[src/rtl/vector_mem_bridge.sv]
// Bridges 128-bit vector loads/stores onto a single-port 32-bit RAM as four beats.
// Busy covers the whole transfer; all outputs are registered.
module vector_mem_bridge #(
    parameter int ADDR_W = 10,
    parameter int WORD_W = 32,
    parameter int BEATS  = 4
) (
    input  logic                clk,
    input  logic                reset,
    input  logic                req_valid,
    input  logic                req_we,
    input  logic [31:0]         req_addr,
    input  logic [127:0]        data_b,
    output logic                busy,
    output logic [127:0]        q_b,
    output logic                q_valid,
    output logic [ADDR_W-1:0]   mem_addr,
    output logic [WORD_W-1:0]   mem_wdata,
    output logic                mem_we,
    input  logic [WORD_W-1:0]   mem_rdata
);

    localparam logic [1:0] IDLE    = 2'd0;
    localparam logic [1:0] WR      = 2'd1;
    localparam logic [1:0] RD      = 2'd2;
    localparam logic [1:0] RD_LAST = 2'd3;
    localparam logic [1:0] LAST_BEAT = 2'(BEATS - 1);

    logic [1:0]        state_q, state_d;
    logic [1:0]        beat_q, beat_d;
    logic              busy_q, busy_d;
    logic [127:0]      q_b_q, q_b_d;
    logic              q_valid_q, q_valid_d;
    logic [ADDR_W-1:0] mem_addr_q, mem_addr_d;
    logic [WORD_W-1:0] mem_wdata_q, mem_wdata_d;
    logic              mem_we_q, mem_we_d;
    logic [127:0]      data_q, data_d;
    logic [95:0]       asm_q, asm_d;

    logic [ADDR_W-1:0] wbase;
    logic [1:0]        beat_nxt;
    logic              unused_addr_bits;

    // Offset bits and bits above the RAM are dropped, so addresses wrap.
    assign wbase            = {req_addr[ADDR_W+1:4], 2'b00};
    assign beat_nxt         = beat_q + 2'd1;
    assign unused_addr_bits = ^{req_addr[31:ADDR_W+2], req_addr[3:0]};

    always_comb begin
        state_d     = state_q;
        beat_d      = beat_q;
        busy_d      = busy_q;
        q_b_d       = q_b_q;
        q_valid_d   = 1'b0;
        mem_addr_d  = mem_addr_q;
        mem_wdata_d = mem_wdata_q;
        mem_we_d    = 1'b0;
        data_d      = data_q;
        asm_d       = asm_q;
        case (state_q)
            IDLE: begin
                if (req_valid) begin
                    data_d     = data_b;
                    beat_d     = 2'd0;
                    busy_d     = 1'b1;
                    mem_addr_d = wbase;
                    if (req_we) begin
                        state_d     = WR;
                        mem_we_d    = 1'b1;
                        mem_wdata_d = data_b[WORD_W-1:0];
                    end else begin
                        state_d = RD;
                    end
                end
            end
            WR: begin
                if (beat_q == LAST_BEAT) begin
                    state_d = IDLE;
                    busy_d  = 1'b0;
                    beat_d  = 2'd0;
                end else begin
                    beat_d      = beat_nxt;
                    mem_we_d    = 1'b1;
                    mem_addr_d  = mem_addr_q + 1'b1;
                    mem_wdata_d = data_q[WORD_W*int'(beat_nxt) +: WORD_W];
                end
            end
            RD: begin
                // Read data trails the address by one cycle, so beat k captures word k-1.
                case (beat_q)
                    2'd1:    asm_d[31:0]  = mem_rdata;
                    2'd2:    asm_d[63:32] = mem_rdata;
                    2'd3:    asm_d[95:64] = mem_rdata;
                    default: ;
                endcase
                if (beat_q == LAST_BEAT) begin
                    state_d = RD_LAST;
                end else begin
                    beat_d     = beat_nxt;
                    mem_addr_d = mem_addr_q + 1'b1;
                end
            end
            default: begin
                q_b_d     = {mem_rdata, asm_q};
                q_valid_d = 1'b1;
                busy_d    = 1'b0;
                beat_d    = 2'd0;
                state_d   = IDLE;
            end
        endcase
    end

    always_ff @(posedge clk) begin
        if (!reset) begin
            state_q     <= IDLE;
            beat_q      <= 2'd0;
            busy_q      <= 1'b0;
            q_b_q       <= '0;
            q_valid_q   <= 1'b0;
            mem_addr_q  <= '0;
            mem_wdata_q <= '0;
            mem_we_q    <= 1'b0;
        end else begin
            state_q     <= state_d;
            beat_q      <= beat_d;
            busy_q      <= busy_d;
            q_b_q       <= q_b_d;
            q_valid_q   <= q_valid_d;
            mem_addr_q  <= mem_addr_d;
            mem_wdata_q <= mem_wdata_d;
            mem_we_q    <= mem_we_d;
        end
    end

    always_ff @(posedge clk) begin
        data_q <= data_d;
        asm_q  <= asm_d;
    end

    assign busy      = busy_q;
    assign q_b       = q_b_q;
    assign q_valid   = q_valid_q;
    assign mem_addr  = mem_addr_q;
    assign mem_wdata = mem_wdata_q;
    assign mem_we    = mem_we_q;

endmodule

[config.mk]
export PLATFORM = sky130hd
export DESIGN_NAME = vector_mem_bridge
export DESIGN_NICKNAME = d
export VERILOG_FILES = /design/src/rtl/vector_mem_bridge.sv
export SDC_FILE = /design/constraint.sdc
export NUM_CORES = 1
export LEC_CHECK = 0
export BUFFER_PORTS_ARGS = -buffer_cell sky130_fd_sc_hd__clkbuf_2
export CORE_MARGIN = 2
export CORE_UTILIZATION = 30
export DETAILED_ROUTE_END_ITERATION = 10
export GPL_ROUTABILITY_DRIVEN = 0
export PLACE_DENSITY = 0.58
export SETUP_SLACK_MARGIN = 0.1
export SLEW_MARGIN = 15
export SYNTH_ARGS = -nofsm -noshare
export SYNTH_HDL_FRONTEND = slang
export SYNTH_SLANG_ARGS = --single-unit
[constraint.sdc]
create_clock -name clk -period 13.3 [get_ports clk]
set_input_delay 2.66 -clock clk [delete_from_list [all_inputs] [get_ports clk]]
set_output_delay 2.66 -clock clk [all_outputs]
set_load 0.01 [all_outputs]
==> results.json <==
{
  "power_density_nw_per_um2": 193.8,
  "finalNonFillerCells": 1950,
  "synth_area_um2": 14420,
  "drv_slew": 0,
  "dpl.hpwl_um": 22810,
  "layout_commonest_cell": "clkbuf_2",
  "dieHeight_um": 223.2,
  "cts_tree": "done",
  "clock_path_buffers": 3,
  "cts_buffers": 44,
  "worst-path-max-fanout": 71,
  "yosysSeqAreaShare_pct": 71.24,
  "synth_top_cell_by_area": "edfxtp_1",
  "hold_viol_final": 0,
  "most-common-layout-cells": "clkbuf_2, edfxtp_1, dfxtp_1",
  "outcome": "finished clean",
  "vias": 8848,
  "dp_slack_ns": 8.492,
  "cp.required_ns": 13.71,
  "postCtsHoldBufs": 0,
  "ys.flop_type": "edfxtp_1",
  "grt_start_max_net_pins": 72,
  "wl_met3_um": 1969,
  "worstSetupPathType": "primary input to register",
  "grt_antenna_before_repair": 3,
  "synthTopCellsByArea": "edfxtp_1, dfxtp_1, mux2i_1",
  "wire_per_inst_um": 18.17,
  "dp_cells": 1866,
  "drc": 0,
  "grt_pass1_wl_um": 53150,
  "cts_setup_buffers": 0,
  "seq_area_um2": 10270,
  "cts_sinks": 401,
  "drive_gt1_share_pct": 34.38,
  "area_growth_pct": 25.99,
  "worst_clock_skew_ns": 0.01319,
  "drt_wl_total_um": 35430,
  "synth.distinct_cells": 45,
  "fin_util_pct": 38.20,
  "top_layer": "met4",
  "async_reset_ff_share_pct": 0,
  "clk_pin_slew_ns": 0.06,
  "setup.worst_path.start_class": "primary input",
  "finalSetupViolCount": 0,
  "nFillCells": 4561,
  "placementRows": 80,
  "cts_resized": 0,
  "power.total_w": 0.003520,
  "hold_depth": 2,
  "fmax_ghz": 0.2380,
  "ys_seq_elements": 401,
  "numPortBuffers": 344,
  "initial_utilization_pct": 30.32,
  "root_buffer": "clkbuf_16",
  "synth_edf_count": 224,
  "multiInputGateArea_um2": 3816,
  "drtIter0Drc": 462,
  "hold_class": "register to register",
  "ios": 369,
  "ys_warn_count": 0,
  "grt_pass1_vias": 8834,
  "die_w_um": 223.2,
  "timing.slew.headroom_pct": 32.62,
  "grtUsageTotal_pct": 13.92,
  "worstMarginPinSlew_ns": 1.011,
  "vias_per_cell": 4.537,
  "setup_ws_ns": 9.098,
  "rsz0062_at_grt": "no",
  "p_leak_nw": 6.883,
  "synthesis.instances": 952,
  "end_kind": "register",
  "firstDrtPassIters": 4,
  "ant_nets": 0,
  "wl_met1_um": 15030,
  "avgSynthCellArea_um2": 15.14,
  "ff2ff_path_depth": 4,
  "nNetsFinal": 1501,
  "drv_cap": 0,
  "ir_drop_v": 0.0001096,
  "critPathArrivalTime_ns": 4.61,
  "grt_overflow_total": 0,
  "setup_tns_ns": 0,
  "yosys.area.top_type_share_pct": 46.66,
  "fin_crit_sh_pct": 31.60,
  "coreArea_um2": 47550,
  "die_area_um2": 49820,
  "clk_latency_ns": 0.57,
  "cts_max_level": 2,
  "syn_nets": 1156,
  "wl_met2_um": 17280,
  "fin_crit_ns": 4.202
}
report_power, final:
group | switching (W) | total [W] | internal, W
Sequential | 0.0000754 | 0.00158 | 0.00151
Combinational | 0.000440 | 0.000718 | 0.000278
Clock | 0.000495 | 0.00122 | 0.000726
synth_stat cells (5+ instances only):
cell / instances
edfxtp_1: 224
dfxtp_1: 177
mux2i_1: 162
nor2_1: 139
a21oi_1: 42
o21ai_0: 32
mux4_2: 28
clkbuf_1: 22
buf_2: 21
nand2_1: 16
ha_1: 8
inv_1: 8
o21ai_1: 8
buf_4: 6
and2_1: 5
nand3_1: 5
nand4_1: 5
layer usage:
| layer | vias up | track usage, % |
|---|---|---|
| met4 | 0 | 5.802 |
| met5 | - | 0 |
| li1 | 4207 | - |
| met2 | 242 | 23.19 |
| met3 | 68 | 3.424 |
| met1 | 4331 | 17.30 |
metrics by stage:
stage | cell area, µm² | hold WS (ns)
after global routing | 18160 | 0.5014
after global placement | 16700 | 0.4613
after detailed placement | 16700 | 0.4714
after floorplan | 14420 | 0.4563
after CTS | 18150 | 0.4795
final | 18160 | 0.4784
sequential cells by signal, summed over array words and instances (netlist names):
signal and cells:
asm_q 96, beat_q 2, busy 1, data_q 128, mem_addr 10, mem_wdata 32
mem_we 1, q_b 128, q_valid 1, state_q 2
critical path, stage by stage:
cell,delay (ns)
clkbuf_2,0.08
buf_4,0.29
inv_4,0.62
buf_4,0.76
nor2_1,0.12
kinds of logic (layout without fill, tap and decap cells):
family	count (synthesis)	in the layout	synth area share, %
other	0	3	0
AOI/OAI and AO/OA	104	104	4.149
buffers and inverters	65	445	2.422
and+or+nand+nor	180	180	5.139
DFF	401	401	71.24
muxes	194	194	16.35
adders and majority gates	8	8	0.6944
layout make-up:
class | instances | area share, %
inverters | 9 | 0.1998
clock inverters | 13 | 0.9645
well taps | 615 | 4.237
diodes | 3 | 0.04134
repair buffers | 355 | 9.935
flip-flops and latches | 401 | 56.56
multi-input cells | 486 | 21.01
clock buffers | 68 | 7.055
worst paths after layout:
path	endpoint	startpoint	slack, ns
worst max-delay path	q_b[43]$_SDFFE_PN0P_	reset	9.10
worst max register to register	data_q[9]$_DFFE_PP_	state_q[0]$_SDFFE_PN0P_	10.41
worst min-delay path	q_b[8]$_SDFFE_PN0P_	asm_q[8]$_DFFE_PP_	0.48
worst min register to register	q_b[8]$_SDFFE_PN0P_	asm_q[8]$_DFFE_PP_	0.48
Power figures use the tool's default switching activity.
